File: config.mk
export PLATFORM = sky130hd
export DESIGN_NAME = spw_token_monitor_flat
export DESIGN_NICKNAME = d
export VERILOG_FILES = /design/src/rtl/spw_token_monitor_if.sv /design/src/rtl/spw_token_monitor.sv /design/src/flat_wrapper.sv
export SDC_FILE = /design/constraint.sdc
export NUM_CORES = 1
export LEC_CHECK = 0
export ABC_AREA = 1
export CORE_MARGIN = 1.5
export CORE_UTILIZATION = 40
export CTS_CLUSTER_DIAMETER = 80
export DETAILED_ROUTE_END_ITERATION = 6
export HOLD_SLACK_MARGIN = 0.03
export PLACE_DENSITY = 0.62
export SLEW_MARGIN = 20
export SYNTH_ARGS = -nofsm -noshare
export SYNTH_HDL_FRONTEND = slang
export SYNTH_SLANG_ARGS = --single-unit
File: constraint.sdc
create_clock -name pclk -period 2.35 [get_ports pclk]
set_input_delay 0.47 -clock pclk [delete_from_list [all_inputs] [get_ports pclk]]
set_output_delay 0.47 -clock pclk [all_outputs]
set_load 0.005 [all_outputs]
File: src/rtl/spw_token_monitor_if.sv
`default_nettype none
// ============================================================================
//  Module      : spw_token_monitor_if
//  Description : Ready/valid event stream carrying decoded SpaceWire tokens
//                from the monitor (master) to its consumer (slave).
//  Revision    : 1.0 - initial release
// ----------------------------------------------------------------------------
//  Signals:
//    evt_valid  master->slave  head event present
//    evt_ready  slave->master  consumer accepts head event
//    evt_data   master->slave  {timestamp (optional), type[2:0], payload[7:0]}
// ============================================================================
interface spw_token_monitor_if #(
  parameter int EVT_W = 11
);
  logic             evt_valid;
  logic             evt_ready;
  logic [EVT_W-1:0] evt_data;

  modport master (output evt_valid, output evt_data, input evt_ready);
  modport slave  (input evt_valid, input evt_data, output evt_ready);
endinterface
`default_nettype wire

File: src/rtl/spw_token_monitor.sv
`default_nettype none
// ============================================================================
//  Module      : spw_token_monitor
//  Description : Oversampling SpaceWire receive-side token monitor. Recovers
//                bits from D/S transitions, locks on the first NULL, decodes
//                tokens with odd-parity checking, queues decoded events in a
//                FIFO and keeps per-class saturating counters.
//  Revision    : 1.0 - initial release
// ----------------------------------------------------------------------------
//  Optional feature macro: TOKEN_TIMESTAMP_EN (adds TS_WIDTH timestamp in the
//  MSBs of each event word).
// ----------------------------------------------------------------------------
//  Ports:
//    pclk            in   sole clock
//    rx_resetn       in   asynchronous active-low reset
//    rx_din/rx_sin   in   SpaceWire Data/Strobe (asynchronous)
//    clear_counters  in   zeroes all counters and fifo_overflow
//    evt             mst  event stream (evt_valid/evt_ready/evt_data)
//    cnt_sel         in   counter select
//    cnt_value       out  selected counter, registered
//    link_state      out  0 HUNT, 1 LOCKED
//    parity_error    out  one-cycle pulse
//    fifo_overflow   out  sticky drop indicator
// ============================================================================
module spw_token_monitor #(
  parameter int CNT_WIDTH   = 16,
  parameter int FIFO_DEPTH  = 8,
  parameter int SYNC_STAGES = 2,
  parameter int DISC_CYCLES = 64,
  parameter int TS_WIDTH    = 16
) (
  input  wire logic                 pclk,
  input  wire logic                 rx_resetn,
  input  wire logic                 rx_din,
  input  wire logic                 rx_sin,
  input  wire logic                 clear_counters,
  spw_token_monitor_if.master       evt,
  input  wire logic [2:0]           cnt_sel,
  output logic      [CNT_WIDTH-1:0] cnt_value,
  output logic      [1:0]           link_state,
  output logic                      parity_error,
  output logic                      fifo_overflow
);

`ifdef TOKEN_TIMESTAMP_EN
  localparam bit TS_EN = 1'b1;
`else
  localparam bit TS_EN = 1'b0;
`endif
  localparam int EVT_W = 11 + (TS_EN ? TS_WIDTH : 0);
  localparam int AW    = $clog2(FIFO_DEPTH);
  localparam int DW    = $clog2(DISC_CYCLES + 1);

  typedef enum logic [1:0] {S_HUNT = 2'd0, S_HDR = 2'd1, S_CTRL = 2'd2, S_DATA = 2'd3} state_t;

  // ---------------- Synchroniser and bit recovery ----------------
  logic [SYNC_STAGES-1:0] r_dsync, r_ssync;
  logic r_dsx, r_stb, r_bit;
  logic w_d, w_dsx;

  assign w_d   = r_dsync[SYNC_STAGES-1];
  assign w_dsx = w_d ^ r_ssync[SYNC_STAGES-1];

  // Extra register stage so a pin edge reaches the decoder SYNC_STAGES+1 cycles later.
  always_ff @(posedge pclk or negedge rx_resetn) begin
    if (!rx_resetn) begin
      r_dsync <= '0;
      r_ssync <= '0;
      r_dsx   <= 1'b0;
      r_stb   <= 1'b0;
      r_bit   <= 1'b0;
    end else begin
      r_dsync <= {r_dsync[SYNC_STAGES-2:0], rx_din};
      r_ssync <= {r_ssync[SYNC_STAGES-2:0], rx_sin};
      r_dsx   <= w_dsx;
      r_stb   <= w_dsx ^ r_dsx;
      r_bit   <= w_d;
    end
  end

  // ---------------- Token decoder FSM ----------------
  state_t         r_state, w_state;
  logic [2:0]     r_cnt, w_cnt;
  logic [7:0]     r_sh, w_sh, r_win, w_win, w_byte;
  logic           r_p, w_p, r_prev, w_prev, r_esc, w_esc;
  logic [DW-1:0]  r_disc, w_disc;
  logic           w_ev, w_null, w_perr;
  logic [2:0]     w_ev_type;
  logic [7:0]     w_ev_pay;
  logic [1:0]     w_code;

  assign w_byte = {r_bit, r_sh[7:1]};
  assign w_code = {r_bit, r_sh[7]};

  always_ff @(posedge pclk or negedge rx_resetn) begin
    if (!rx_resetn) begin
      r_state <= S_HUNT;
      r_cnt   <= '0;
      r_sh    <= '0;
      r_win   <= '0;
      r_p     <= 1'b0;
      r_prev  <= 1'b0;
      r_esc   <= 1'b0;
      r_disc  <= '0;
    end else begin
      r_state <= w_state;
      r_cnt   <= w_cnt;
      r_sh    <= w_sh;
      r_win   <= w_win;
      r_p     <= w_p;
      r_prev  <= w_prev;
      r_esc   <= w_esc;
      r_disc  <= w_disc;
    end
  end

  always_comb begin
    w_state   = r_state;
    w_cnt     = r_cnt;
    w_sh      = r_sh;
    w_win     = r_win;
    w_p       = r_p;
    w_prev    = r_prev;
    w_esc     = r_esc;
    w_disc    = (r_state == S_HUNT || r_stb) ? '0 : r_disc + DW'(1);
    w_ev      = 1'b0;
    w_ev_type = 3'd0;
    w_ev_pay  = 8'd0;
    w_null    = 1'b0;
    w_perr    = 1'b0;

    if (r_stb) begin
      case (r_state)
        S_HUNT: begin
          w_win = {r_bit, r_win[7:1]};
          // Arrival order x,1,1,1,0,1,0,0 lands in window bits [1..7].
          if (w_win[7:1] == 7'b0010111) begin
            w_state = S_HDR;
            w_cnt   = '0;
            w_prev  = 1'b0;
            w_esc   = 1'b0;
            w_null  = 1'b1;
            w_win   = '0;
          end
        end
        S_HDR: begin
          if (r_cnt == 3'd0) begin
            w_p   = r_bit;
            w_cnt = 3'd1;
          end else begin
            w_cnt = '0;
            if ((r_p ^ r_bit ^ r_prev) == 1'b1) begin
              w_state = r_bit ? S_CTRL : S_DATA;
            end else begin
              w_state   = S_HUNT;
              w_ev      = 1'b1;
              w_ev_type = 3'd6;
              w_perr    = 1'b1;
              w_esc     = 1'b0;
            end
          end
        end
        S_CTRL: begin
          w_sh  = {r_bit, r_sh[7:1]};
          w_cnt = r_cnt + 3'd1;
          if (r_cnt == 3'd1) begin
            w_state = S_HDR;
            w_cnt   = '0;
            w_prev  = ^w_code;
            case (w_code)
              2'b00: begin
                if (r_esc) begin
                  w_null = 1'b1;
                  w_esc  = 1'b0;
                end else begin
                  w_ev      = 1'b1;
                  w_ev_type = 3'd1;
                end
              end
              2'b11: begin
                if (!r_esc) w_esc = 1'b1;
              end
              default: begin
                if (!r_esc) begin
                  w_ev      = 1'b1;
                  w_ev_type = (w_code == 2'b01) ? 3'd2 : 3'd3;
                end
              end
            endcase
            // Escape followed by anything but FCT or data is a link error.
            if (r_esc && w_code != 2'b00) begin
              w_state   = S_HUNT;
              w_ev      = 1'b1;
              w_ev_type = 3'd7;
              w_ev_pay  = 8'h01;
              w_esc     = 1'b0;
            end
          end
        end
        default: begin  // S_DATA
          w_sh  = {r_bit, r_sh[7:1]};
          w_cnt = r_cnt + 3'd1;
          if (r_cnt == 3'd7) begin
            w_state   = S_HDR;
            w_cnt     = '0;
            w_prev    = ^w_byte;
            w_ev      = 1'b1;
            w_ev_type = r_esc ? 3'd5 : 3'd4;
            w_ev_pay  = w_byte;
            w_esc     = 1'b0;
          end
        end
      endcase
    end else if (r_state != S_HUNT && r_disc == DW'(DISC_CYCLES - 1)) begin
      w_state   = S_HUNT;
      w_ev      = 1'b1;
      w_ev_type = 3'd7;
      w_ev_pay  = 8'h02;
      w_esc     = 1'b0;
      w_win     = '0;
      w_disc    = '0;
    end

    if (w_state == S_HUNT && r_state != S_HUNT) w_win = '0;
  end

  assign link_state = (r_state == S_HUNT) ? 2'd0 : 2'd1;

  // ---------------- Event word and pipeline stage ----------------
  logic [EVT_W-1:0] w_ev_word, r_ev_word;
  logic             r_ev_vld, r_null_q, r_perr;

`ifdef TOKEN_TIMESTAMP_EN
  logic [TS_WIDTH-1:0] r_ts;
  always_ff @(posedge pclk or negedge rx_resetn) begin
    if (!rx_resetn) r_ts <= '0;
    else            r_ts <= r_ts + TS_WIDTH'(1);
  end
  assign w_ev_word = {r_ts, w_ev_type, w_ev_pay};
`else
  assign w_ev_word = {w_ev_type, w_ev_pay};
`endif

  always_ff @(posedge pclk or negedge rx_resetn) begin
    if (!rx_resetn) begin
      r_ev_vld  <= 1'b0;
      r_ev_word <= '0;
      r_null_q  <= 1'b0;
      r_perr    <= 1'b0;
    end else begin
      r_ev_vld  <= w_ev;
      r_ev_word <= w_ev_word;
      r_null_q  <= w_null;
      r_perr    <= w_perr;
    end
  end

  assign parity_error = r_perr;

  // ---------------- Event FIFO ----------------
  logic [EVT_W-1:0] r_mem [FIFO_DEPTH];
  logic [AW:0]      r_wp, r_rp;
  logic             w_full, w_pop, w_push, w_drop;

  assign w_full         = (r_wp - r_rp) == (AW+1)'(FIFO_DEPTH);
  assign evt.evt_valid  = (r_wp != r_rp);
  assign evt.evt_data   = r_mem[r_rp[AW-1:0]];
  assign w_pop          = evt.evt_valid && evt.evt_ready;
  // A pop in the same cycle frees the slot, so a push into a full FIFO is accepted.
  assign w_push         = r_ev_vld && (!w_full || w_pop);
  assign w_drop         = r_ev_vld && w_full && !w_pop;

  always_ff @(posedge pclk or negedge rx_resetn) begin
    if (!rx_resetn) begin
      r_wp <= '0;
      r_rp <= '0;
      for (int i = 0; i < FIFO_DEPTH; i++) r_mem[i] <= '0;
    end else begin
      if (w_push) begin
        r_mem[r_wp[AW-1:0]] <= r_ev_word;
        r_wp                <= r_wp + (AW+1)'(1);
      end
      if (w_pop) r_rp <= r_rp + (AW+1)'(1);
    end
  end

  always_ff @(posedge pclk or negedge rx_resetn) begin
    if (!rx_resetn)          fifo_overflow <= 1'b0;
    else if (clear_counters) fifo_overflow <= 1'b0;
    else if (w_drop)         fifo_overflow <= 1'b1;
  end

  // ---------------- Counters ----------------
  logic [CNT_WIDTH-1:0] r_cnt_arr [8];
  logic [7:0]           w_inc;

  always_comb begin
    w_inc    = '0;
    w_inc[0] = r_null_q;
    if (r_ev_vld && r_ev_word[10:8] != 3'd7) w_inc[r_ev_word[10:8]] = 1'b1;
    w_inc[7] = w_drop;
  end

  for (genvar g = 0; g < 8; g++) begin : g_cnt
    always_ff @(posedge pclk or negedge rx_resetn) begin
      if (!rx_resetn)
        r_cnt_arr[g] <= '0;
      else if (clear_counters)
        r_cnt_arr[g] <= '0;
      else if (w_inc[g] && r_cnt_arr[g] != {CNT_WIDTH{1'b1}})
        r_cnt_arr[g] <= r_cnt_arr[g] + CNT_WIDTH'(1);
    end
  end

  always_ff @(posedge pclk or negedge rx_resetn) begin
    if (!rx_resetn) cnt_value <= '0;
    else            cnt_value <= r_cnt_arr[cnt_sel];
  end

endmodule
`default_nettype wire
File: src/flat_wrapper.sv
// flat-port wrapper written by rule: the top's interface ports become plain ports
module spw_token_monitor_flat 
#(
  parameter int CNT_WIDTH   = 16,
  parameter int FIFO_DEPTH  = 8,
  parameter int SYNC_STAGES = 2,
  parameter int DISC_CYCLES = 64,
  parameter int TS_WIDTH    = 16
)
  (pclk, rx_resetn, rx_din, rx_sin, clear_counters, cnt_sel, cnt_value, link_state, parity_error, fifo_overflow, evt_evt_valid, evt_evt_data, evt_evt_ready);
  spw_token_monitor_if evt_i ();
  input  wire logic pclk;
  input  wire logic rx_resetn;
  input  wire logic rx_din;
  input  wire logic rx_sin;
  input  wire logic clear_counters;
  input  wire logic [2:0] cnt_sel;
  output logic      [CNT_WIDTH-1:0] cnt_value;
  output logic      [1:0] link_state;
  output logic parity_error;
  output logic fifo_overflow;
  output wire logic [$bits(evt_i.evt_valid)-1:0] evt_evt_valid;
  output wire logic [$bits(evt_i.evt_data)-1:0] evt_evt_data;
  input wire logic [$bits(evt_i.evt_ready)-1:0] evt_evt_ready;
  assign evt_evt_valid = evt_i.evt_valid;
  assign evt_evt_data = evt_i.evt_data;
  assign evt_i.evt_ready = evt_evt_ready;
  spw_token_monitor #(.CNT_WIDTH(CNT_WIDTH), .FIFO_DEPTH(FIFO_DEPTH), .SYNC_STAGES(SYNC_STAGES), .DISC_CYCLES(DISC_CYCLES), .TS_WIDTH(TS_WIDTH)) u_core (.pclk(pclk), .rx_resetn(rx_resetn), .rx_din(rx_din), .rx_sin(rx_sin), .clear_counters(clear_counters), .evt(evt_i), .cnt_sel(cnt_sel), .cnt_value(cnt_value), .link_state(link_state), .parity_error(parity_error), .fifo_overflow(fifo_overflow));
endmodule
==> run summary <==
The run finished, with violations left. The checks that failed: negative setup slack. The global route total overflow is 0, and the number of cells on the worst hold path is 0. Setup repair after global routing could not meet its margin everywhere. The startpoint identified for the worst hold timing path is u_core.r_dsync[0]$_DFF_PN0_. After filler insertion, the fill cell instance count of the layout stands at 3778.

The via count of the first global-routing pass came out at 13600. The post-route antenna net violation count is 0, and the count of buffers inserted at the top-level ports is 39. The root buffer cell chosen for the clock tree is clkbuf_16.

The worst path uses 102% of the clock period. Width of the chip: 202 um. The worst setup path is captured at an output pin. The layer flagged by global routing as most heavily used is met2. The relative slew slack was 61.1%. The category of the most critical setup path is register to output pin. For this run, the number of Yosys warnings is 0. The share of total power dissipated in combinational logic is 25.4%. Tracing the worst setup path back leads to its startpoint at u_core.r_rp[0]$_DFFE_PN0P_.

The tools report the worst slack after detailed placement as 44.6 ps. The tools report the row count as 72. Post-synthesis average cell area: 7.70 um2. Summed over all instances, the cell type with the most area after synthesis is dfrtp_1. The final critical delay including setup and external delays was 2390 ps; the worst path setup slack after routing was -42.2 ps. Registers are responsible for 36.2% of the overall power.

Of the total power, the share spent switching nets is 30.5%. The slew at the pin with the worst max-slew slack came out at 584 ps. The analysis attributes to net switching a power of 4.44 mW. Worst-case reg-to-reg path depth: 14. In this run, CTS created clock tree buffers numbering 35. The tools report the count of pins over their slew limit as 0. Counting flops and latches in the post-synthesis netlist gives 290. For the overall power consumption, the log shows 14.6 mW. The number of nets handed over by synthesis was 2096. The tools report the global-route total usage across every layer as 21.6%. The maximum single-stage delay on the critical path was 430 ps.

In the post-synthesis netlist, the cell with the most instances is nand2_1. In the global route stage, met1 resource usage came out at 30.0%. At the end of routability-driven placement, the weighted congestion stood at 0.920. The worst setup path is launched from a register. The number of logic stages on the critical path including buffering was 8. The area of the core region was 0.0389 mm2; the number of iterations in the first detailed-routing pass was 6. After clock tree synthesis, the clock-pin slew on the worst setup and hold paths is 50 ps. Of the synthesized area, sequential elements account for 45.7%.

Maximum number of pins on one net before global-route repair: 67. Of all flip-flops after synthesis, the portion carrying an async set or reset was 100%. In this run, synthesis inferred 0 flip-flops with an integrated enable. For this block, the initial DRC count from the detailed router was 1067.

Summed over all nets, the half-perimeter wirelength after detailed placement is 29700 um. The critical path goes through buf_6 -> buf_12 -> buf_16 -> nor2_4 -> nor2_1 -> o21ai_1 -> a31oi_2 -> buf_2. The floorplan die height is 202 um, and the design area is 0.0189 mm2. Clock share of power: 38.4%. Clock tree synthesis found a total of 290 sinks. The logs give 0 for the final antenna diode count and 1920 ps for the arrival time at the worst endpoint.

The setup-violating endpoint count in the final report is 5, and the largest clock skew in the final design is 21.2 ps. Among all stages on the critical path, the largest delay is contributed by dfrtp_2. The path class of the tightest hold or removal check is register to register. Summed over its instances, the top area cell type makes up 45.7% of the synthesized netlist area.

Data required time at the worst endpoint: 1880 ps. The internal power of the cells totals 10.1 mW. Counting along the longest clock path gives a buffer depth of 3. The critical path contains buffers and inverters numbering 4 combined. Dividing the detail-routed wire length by the instance count gives 16.4 um.

For the cell count after synthesis, the log shows 2062. The total number of vias was 14300. Wire length of the first global-routing pass: 71700 um. Using the TritonRoute via totals, the vias-per-cell ratio works out to 5.37. The starting density of the core came out at 40.8%. The netlist area before placement is 0.0159 mm2. Fmax: 418 MHz. Summed over all cells, the static leakage comes to 8.00 nW. Along the worst path, the maximum fanout reaches 6. The clock insertion delay at the later pin of the skew report is 560 ps, and the number of max-cap violations is 0.

The cell area power density works out to 772 mW/mm2. Pin placement for this block handled 41 I/O pins. The tools report the number of antenna violations at the first check in global routing as 0. Global routing consumed, on the met3 layer, 3.27% of the routing resources. The signed area change from the synthesized netlist to the final layout is 18.8%, and the sum of routed wire length over all layers is 43900 um.

The die covers 0.0409 mm2. The tools report the total number of H-tree levels as 2. TritonCTS built the clock tree. Across the VDD grid, the largest voltage drop is 0.503 mV.

Cell type group with the largest total delay on the critical path: buffers and inverters. The most used flip-flop cell after synthesis is dfrtp_1. DRC violations left: 0. The final hold violation count was 0.

Summing all placed instances gives a cell area of 0.0173 mm2. Global routing used 33.8% of the available met2 tracks. By area the synthesized netlist is led by dfrtp_1 (46%), nand2_1 (9.2%), nor2_1 (5.9%).

Fraction of final layout cells sized beyond drive strength 1: 9.98%. Reg-to-reg startpoint: u_core.r_rp[0]$_DFFE_PN0P_. After synthesis, the most frequently instantiated cells are nand2_1 (389), dfrtp_1 (290), nor2_1 (248). Number of unique standard cell types used by synthesis: 47. The net count of the finished layout is 2162.
-- cells in the final DEF, fill, tap and decap left out, drive strengths merged, types with 38 or more instances in the layout --
cell type,n
a21oi,75
inv,191
nand4,38
nand3,171
clkbuf,49
dfrtp,290
o21ai,289
nor2,255
nor3,57
xor2,69
buf,96
nand2,395
-- worst paths after layout --
path,slack (ps),endpoint
setup reg to reg,190,u_core.r_mem[18]$_DFFE_PN0P_
hold reg to reg,350,u_core.r_dsync[1]$_DFF_PN0_
setup / recovery,-40,evt_evt_data[8]
max in group asynchronous,1250,u_core.r_cnt_arr[120]$_DFFE_PN0P_
hold / removal,350,u_core.r_dsync[1]$_DFF_PN0_
min in group asynchronous,390,u_core.r_mem[48]$_DFFE_PN0P_
-- power groups by stage --
| stage | combinational (mW) | clock (mW) | sequential [mW] |
|---|---|---|---|
| CTS | 3.52 | 5.72 | 5.27 |
| global placement | 2.97 | 0 | 5.35 |
| detailed placement | 2.99 | 0 | 5.36 |
| finish | 3.70 | 5.60 | 5.27 |
| global route | 4.05 | 5.93 | 5.29 |
| floorplan | 1.72 | 0 | 5.33 |
-- worst reg2reg max path: stages, from the launching register on --
cell     delay, ps
dfrtp_2        430
buf_6          140
buf_6          130
ha_4           260
nand2_2         50
nor2_2          90
nand2_2         80
nand2_2        110
inv_4           70
nor2_8         150
nand2_4        110
nand3_1        140
buf_12         180
nand2_1         60
o21ai_1         90
-- per-layer routing --
layer / wire length (um) / up-vias
met4: 1520 / 0
li1: - / 7013
met3: 2430 / 90
met2: 20000 / 447
met5: 0 / -
met1: 19900 / 6796
-- final cells by class --
| class | instances | area, um2 | area share (%) |
|---|---|---|---|
| tap | 518 | 648 | 3.44 |
| clock buffer | 48 | 995 | 5.27 |
| timing repair buffer | 122 | 1400 | 7.43 |
| sequential | 290 | 7260 | 38.5 |
| multi-input combinational | 1483 | 7620 | 40.4 |
| inverter | 196 | 746 | 3.95 |
| clock inverter | 15 | 196 | 1.04 |
-- what timing repair did --
action	in CTS	in global routing
pin swaps	21	11
endpoints found under the hold margin	33	0
gates resized for setup	94	22
buffers inserted	8	2
gates cloned	5	1
setup endpoints to repair	13	18
hold buffers	1	0
-- per-stage QoR --
step                      utilization [%]  hold WS [ps]  setup TNS (ps)  cells
after floorplan                         -           174               0   2062
after global placement               44.4           339               0   2592
after detailed placement             44.4           335               0   2592
after CTS                            48.2           334            -209   2669
after global routing                 48.5           355            -890   2672
final                                48.5           346            -108   2672
-- registers in the layout (all words and copies together) (netlist names), 3 cells and up --
| signal | cells |
|---|---|
| u_core.r_rp | 4 |
| u_core.cnt_value | 16 |
| u_core.r_win | 6 |
| u_core.r_cnt_arr | 128 |
| u_core.r_ev_word | 11 |
| u_core.r_wp | 4 |
| u_core.r_cnt | 3 |
| u_core.r_disc | 7 |
| u_core.r_sh | 7 |
| u_core.r_mem | 88 |
-- kinds of logic (layout without fill, tap and decap cells) --
| family | Yosys count | count (layout) | synth area share (%) |
|---|---|---|---|
| AOI/OAI and AO/OA | 450 | 450 | 15.3 |
| xor gates and xnor gates | 79 | 79 | 4.40 |
| adders and majority gates | 25 | 25 | 1.97 |
| buffers and inverters | 289 | 381 | 7.21 |
| DFF | 290 | 290 | 45.7 |
| other | 1 | 1 | 0.0236 |
| and+or+nand+nor | 928 | 928 | 25.4 |
Power figures use the tool's default switching activity.
